**src/rtl/alu_issue_ctrl.sv**
```systemverilog
// Issue controller driving a 32-bit combinational ALU: decodes RV32 ALU/branch ops,
// holds ALU operands through a multicycle window for MUL/DIVU and returns the result.
module alu_issue_ctrl #(
  parameter int unsigned MULDIV_CYCLES = 4
) (
  input  logic        clk,
  input  logic        rst,
  input  logic        in_valid,
  output logic        in_ready,
  input  logic [31:0] instr,
  input  logic [31:0] op_a,
  input  logic [31:0] op_b,
  output logic [31:0] alu_a,
  output logic [31:0] alu_b,
  output logic [3:0]  alu_sel,
  input  logic [31:0] alu_out,
  input  logic        alu_carry,
  input  logic        alu_zero,
  output logic        res_valid,
  input  logic        res_ready,
  output logic [31:0] res_data,
  output logic        branch_taken,
  output logic        illegal
);

  localparam int unsigned XLEN  = 32;
  localparam int unsigned CNT_W = 4;
  localparam int unsigned SEL_W = 4;

  localparam logic [6:0] OPC_R = 7'b0110011;
  localparam logic [6:0] OPC_I = 7'b0010011;
  localparam logic [6:0] OPC_B = 7'b1100011;

  localparam logic [6:0] F7_BASE = 7'b0000000;
  localparam logic [6:0] F7_ALT  = 7'b0100000;
  localparam logic [6:0] F7_MD   = 7'b0000001;

  localparam logic [SEL_W-1:0] SEL_ADD  = 4'b0000;
  localparam logic [SEL_W-1:0] SEL_SUB  = 4'b0001;
  localparam logic [SEL_W-1:0] SEL_MUL  = 4'b0010;
  localparam logic [SEL_W-1:0] SEL_DIVU = 4'b0011;
  localparam logic [SEL_W-1:0] SEL_SLL  = 4'b0100;
  localparam logic [SEL_W-1:0] SEL_SRL  = 4'b0101;
  localparam logic [SEL_W-1:0] SEL_AND  = 4'b1000;
  localparam logic [SEL_W-1:0] SEL_OR   = 4'b1001;
  localparam logic [SEL_W-1:0] SEL_XOR  = 4'b1010;
  localparam logic [SEL_W-1:0] SEL_CMPU = 4'b1110;
  localparam logic [SEL_W-1:0] SEL_EQ   = 4'b1111;

  typedef enum logic [1:0] {S_IDLE, S_EXEC, S_DONE} state_t;

  // How the registered ALU output is turned into res_data / branch_taken.
  typedef enum logic [3:0] {
    K_ALU, K_SLT, K_SLTU, K_DIVU, K_BEQ, K_BNE, K_BLT, K_BGE, K_BLTU, K_BGEU
  } kind_t;

  state_t             state, state_nxt;
  kind_t              kind_q;
  logic [CNT_W-1:0]   cnt;

  logic [6:0]         opcode;
  logic [2:0]         f3;
  logic [6:0]         f7;
  logic [SEL_W-1:0]   dec_sel;
  kind_t              dec_kind;
  logic               dec_ill;
  logic               dec_multi;
  logic               dec_shift;

  logic               accept;
  logic               exec_last;
  logic               lt;
  logic               ltu;
  logic [XLEN-1:0]    res_nxt;
  logic               taken_nxt;

  logic               unused_bits;
  assign unused_bits = ^{alu_zero, instr[24:15], instr[11:7]};

  assign opcode = instr[6:0];
  assign f3     = instr[14:12];
  assign f7     = instr[31:25];

  // Instruction decode into ALU select, result kind and legality.
  always_comb begin : decode
    dec_sel   = SEL_ADD;
    dec_kind  = K_ALU;
    dec_ill   = 1'b0;
    dec_multi = 1'b0;
    dec_shift = 1'b0;
    if (opcode == OPC_B) begin
      case (f3)
        3'b000:  begin dec_sel = SEL_EQ;   dec_kind = K_BEQ;  end
        3'b001:  begin dec_sel = SEL_EQ;   dec_kind = K_BNE;  end
        3'b100:  begin dec_sel = SEL_SUB;  dec_kind = K_BLT;  end
        3'b101:  begin dec_sel = SEL_SUB;  dec_kind = K_BGE;  end
        3'b110:  begin dec_sel = SEL_CMPU; dec_kind = K_BLTU; end
        3'b111:  begin dec_sel = SEL_CMPU; dec_kind = K_BGEU; end
        default: dec_ill = 1'b1;
      endcase
    end else if (opcode == OPC_R && f7 == F7_MD) begin
      if (f3 == 3'b000) begin
        dec_sel   = SEL_MUL;
        dec_multi = 1'b1;
      end else if (f3 == 3'b101) begin
        dec_sel   = SEL_DIVU;
        dec_kind  = K_DIVU;
        dec_multi = 1'b1;
      end else begin
        dec_ill = 1'b1;
      end
    end else if (opcode == OPC_R && f7 == F7_ALT) begin
      if (f3 == 3'b000) dec_sel = SEL_SUB;
      else              dec_ill = 1'b1;
    end else if ((opcode == OPC_R && f7 == F7_BASE) || opcode == OPC_I) begin
      case (f3)
        3'b000: dec_ill = (opcode == OPC_I) && (f7 == F7_ALT);
        3'b001: begin
          dec_sel   = SEL_SLL;
          dec_shift = 1'b1;
          dec_ill   = (f7 != F7_BASE);
        end
        3'b010: begin dec_sel = SEL_SUB;  dec_kind = K_SLT;  end
        3'b011: begin dec_sel = SEL_CMPU; dec_kind = K_SLTU; end
        3'b100: dec_sel = SEL_XOR;
        3'b101: begin
          dec_sel   = SEL_SRL;
          dec_shift = 1'b1;
          dec_ill   = (f7 != F7_BASE);
        end
        3'b110: dec_sel = SEL_OR;
        3'b111: dec_sel = SEL_AND;
      endcase
    end else begin
      dec_ill = 1'b1;
    end
  end

  // State register; in_ready/res_valid are registered decodes of the next state.
  always_ff @(posedge clk) begin
    if (rst) begin
      state     <= S_IDLE;
      in_ready  <= 1'b1;
      res_valid <= 1'b0;
    end else begin
      state     <= state_nxt;
      in_ready  <= (state_nxt == S_IDLE);
      res_valid <= (state_nxt == S_DONE);
    end
  end

  always_comb begin : next_state
    state_nxt = state;
    case (state)
      S_IDLE: if (in_valid) state_nxt = dec_ill ? S_DONE : S_EXEC;
      S_EXEC: if (cnt == '0) state_nxt = S_DONE;
      S_DONE: if (res_ready) state_nxt = S_IDLE;
      default: state_nxt = S_IDLE;
    endcase
  end

  // Control strobes and result shaping from the registered ALU operands.
  always_comb begin : outputs
    accept    = (state == S_IDLE) && in_valid;
    exec_last = (state == S_EXEC) && (cnt == '0);
    ltu       = (alu_out == '0);
    lt        = (alu_a[XLEN-1] ^ alu_b[XLEN-1]) ? alu_a[XLEN-1] : alu_carry;
    res_nxt   = '0;
    taken_nxt = 1'b0;
    case (kind_q)
      K_ALU:   res_nxt   = alu_out;
      K_SLT:   res_nxt   = XLEN'(lt);
      K_SLTU:  res_nxt   = XLEN'(ltu);
      K_DIVU:  res_nxt   = (alu_b == '0) ? '1 : alu_out;
      K_BEQ:   taken_nxt = alu_out[0];
      K_BNE:   taken_nxt = ~alu_out[0];
      K_BLT:   taken_nxt = lt;
      K_BGE:   taken_nxt = ~lt;
      K_BLTU:  taken_nxt = ltu;
      K_BGEU:  taken_nxt = ~ltu;
      default: res_nxt   = '0;
    endcase
  end

  // Operand/select capture, EXEC countdown and result registers.
  always_ff @(posedge clk) begin
    if (rst) begin
      alu_a        <= '0;
      alu_b        <= '0;
      alu_sel      <= '0;
      kind_q       <= K_ALU;
      cnt          <= '0;
      res_data     <= '0;
      branch_taken <= 1'b0;
      illegal      <= 1'b0;
    end else if (accept && dec_ill) begin
      res_data     <= '0;
      branch_taken <= 1'b0;
      illegal      <= 1'b1;
    end else if (accept) begin
      alu_a   <= op_a;
      alu_b   <= dec_shift ? {27'b0, op_b[4:0]} : op_b;
      alu_sel <= dec_sel;
      kind_q  <= dec_kind;
      cnt     <= dec_multi ? CNT_W'(MULDIV_CYCLES - 1) : '0;
    end else if (exec_last) begin
      res_data     <= res_nxt;
      branch_taken <= taken_nxt;
      illegal      <= 1'b0;
    end else if (state == S_EXEC) begin
      cnt <= cnt - CNT_W'(1);
    end
  end

endmodule
```
**config.mk**
```make
export PLATFORM = sky130hd
export DESIGN_NAME = alu_issue_ctrl
export DESIGN_NICKNAME = d
export VERILOG_FILES = /design/src/rtl/alu_issue_ctrl.sv
export SDC_FILE = /design/constraint.sdc
export NUM_CORES = 1
export LEC_CHECK = 0
export ABC_AREA = 1
export BUFFER_PORTS_ARGS = -buffer_cell sky130_fd_sc_hd__buf_4
export CAP_MARGIN = 20
export CORE_MARGIN = 4
export CORE_UTILIZATION = 46
export DETAILED_ROUTE_END_ITERATION = 16
export HOLD_SLACK_MARGIN = 0.02
export PLACE_DENSITY_LB_ADDON = 0.2
export SETUP_SLACK_MARGIN = 0.3
export SLEW_MARGIN = 30
export SYNTH_ARGS = -nofsm -noshare
export SYNTH_HDL_FRONTEND = slang
export SYNTH_SLANG_ARGS = --single-unit
```
**constraint.sdc**
```tcl
create_clock -name clk -period 2.1 [get_ports clk]
set_input_delay 0.42 -clock clk [delete_from_list [all_inputs] [get_ports clk]]
set_output_delay 0.42 -clock clk [all_outputs]
set_load 0.005 [all_outputs]
```
==> reports/metrics.cfg <==
[timing]
setup_viol=0
fin_setup_tns_ns=0
slew_headroom_pct=77.5
slew_viol_final=0
clock_skew_ns=0.00931
period_minus_slack_ns=1.65
tightest_slew_ns=0.334
fmax_ghz=0.604
rsz0062_at_grt=yes
worst_slack_ns=0.446
hold_viol_final=0
post-route-period-util_pct=78.8

[place]
dpl_worst_slack_ns=-0.0357
place.gp.congestion=0.877
dp_hpwl_um=10500
io_buffers=221
placed_area_um2=6730

[critical_path]
r2r_slack_ns=0.45
worstPathRequired_ns=2.49
crit_slowest_cell=dfxtp_1
start_kind=flop
path_depth=8
crit_fanout=14
cpMostUsedCell=nand2_1
crit_chain=inv_1, ha_1, nand2_1, nor3_4, clkinvlp_4, buf_4, nand2_1, a21oi_1
r2r_cells=8
cpPeakStageDelay_ns=0.33
r2r-end=res_data[31]
r2r_start=cnt[0]
critical_path_class=reg -> reg
cp_top_family=buffers and inverters
critPathArrivalTime_ns=2.05
crit_buf_inv=3
crit_path_end_kind=flop

[clock_tree]
cts_num_sinks=114
worstSkewPairLatency_ns=0.51
clk_pin_slew_worst_paths_ns=0.06
clockBufferDepth=2
cts_buffers=17
root_buffer=clkbuf_8
h-tree-depth=4
cts_tree=done

[synthesis]
synth_edf_count=0
synth_most_common_cell=nand2_1
synthTopCellsByCount=269 x nand2_1, 114 x dfxtp_1, 52 x inv_1, 48 x nor2_1, 46 x a21oi_1
syn_nets=845
syn_inst=710
synth_top_area_share_pct=46.4
synth_seq_cells=114
synth_top_area_cell=dfxtp_1
synth_area_um2=4920
netlist-cell-type-count=34
syn_avg_cell_area_um2=6.93
yosysSeqAreaShare_pct=46.4
yosys_most_used_dff=dfxtp_1
synthArstFlopShare_pct=0
ys_warn_count=0
synth.area.top_cells=dfxtp_1 46%, nand2_1 21%, a21oi_1 4.7%

[floorplan]
io_pins=238
die_area_um2=12400
core-area_um2=10400
initial_core_util_pct=47.5
rows=37
die-height_um=111
die_w_um=111

[finish]
final_nets=1069
syn_to_final_growth_pct=49.3
fillCellCount=878
stdcell_area_um2=7350
post-route-util_pct=70.9
drive_above_1_share_pct=31.4
antenna_cells=0
multiInputGateArea_um2=2250
register_area_um2=2280

[grt]
grt_max_degree=37
antenna_found_initial=0
overflow=0
gr-usage-all-layers_pct=22.5
first_global_vias=5166
grt_pass1_wl_um=23400

[drt]
wirelength_um=14100
wl_met1_um=5600
via_per_inst=4.88
drt_iter0_markers=350
wl_per_cell_um=13.0
highest-signal-layer=met4
dr.pass1.iters=4
vias=5281
drcViolationCount=0
wl_met2_um=7170
antenna_left=0
wl_met3_um=1060

[power]
seqPwrFrac_pct=41.2
ir_worst_vdd_uv=630
p_int_w=0.00407
p_comb_share_pct=6.7
p_leak_nw=3.66
clkPwrFrac_pct=52.1
p_per_area_nw_per_um2=720
switching_share_pct=23.0
switchingPower_w=0.00122

[worst_hold_path]
holdPathEnd=alu_a[9]
hold_path_class=in -> reg
holdPathStages=3
hp-start=op_a[9]

[job]
cap_violations=0

[outcome]
status=finished, final reports clean

-- flip-flops by register name, indices dropped and copies added, names as in the netlist --
signal        flops
alu_a            32
branch_taken      1
state             2
kind_q            4
illegal           1
alu_sel           4
res_valid         1
res_data         32
in_ready          1
alu_b            32
cnt               4
-- per-stage QoR --
stage               total power, W  std cells  hold WS [ns]
finish                     0.00529       1083         0.103
detailed placement         0.00258       1048         0.438
floorplan                  0.00235        710         0.442
CTS                        0.00533       1080        0.0835
global placement           0.00257       1048         0.429
global route               0.00548       1083        0.0941
-- worst max path at each step --
stage          slack, ns      start           end
2_1_floorplan       0.34   instr[6]     alu_a[11]
4_1_cts             0.36     cnt[0]  res_data[31]
3_3_place_gp        0.02  instr[29]     alu_b[19]
3_5_place_dp       -0.04   instr[6]     alu_b[20]
6_report            0.45     cnt[0]  res_data[31]
5_1_grt             0.30  kind_q[3]  res_data[28]
-- tightest hold or removal path: stages --
cell and delay (ns):
buf_4 0.07, nand2_1 0.04, nand2_1 0.05
-- per-layer routing --
metal	vias to the layer above	track usage [%]
met4	0	8.27
met5	-	0
met3	20	6.68
li1	2704	-
met1	2380	25.7
met2	177	39.7
-- cell usage in the layout (no fill, tap or decap), types with 2 or more instances in the layout --
cell and count:
o21ai_0 39, buf_4 231, nand3_1 45, bufinv_16 2, nand3_2 3, a21oi_1 46, inv_6 3, clkinvlp_4 5
clkbuf_16 16, nor2_1 48, nor2_4 2, nand2_1 269, inv_2 7, inv_1 52, nor3_1 9, nor3_4 2
nand2_2 11, clkinv_4 4, dfxtp_1 114, nand4_1 12, buf_12 4, o21ai_1 5
-- what timing repair did --
item                                    4_1_cts  5_1_grt
buffers inserted                              0        3
endpoints found under the setup margin        0       28
resized for setup                             0        6
hold buffers                                  0        0
-- power by group through the flow --
stage                     clock network [W]  logic, W  registers [W]
final                               0.00276  0.000354        0.00218
after global placement                    0  0.000345        0.00223
after CTS                           0.00280  0.000354        0.00218
after detailed placement                  0  0.000352        0.00223
after floorplan                           0  0.000123        0.00223
after global routing                0.00291  0.000391        0.00218
-- logic make-up (layout without fill, tap and decap cells) --
group	Yosys count	count (layout)	synth area share [%]
DFF	114	114	46.4
adders and majority gates	1	1	0.254
buffers and inverters	92	329	8.08
AOI/OAI and AO/OA	95	95	9.89
and+or+nand+nor	406	406	35.1
xor gates and xnor gates	2	2	0.356
-- layout make-up --
class	instances	share of cell area (%)
clock buffers	18	5.69
clock inverters	14	2.13
inverters	60	3.11
multi-input cells	504	30.7
flip-flops and latches	114	31.0
well taps	136	2.31
repair buffers	237	25.0
Power figures use the tool's default switching activity.
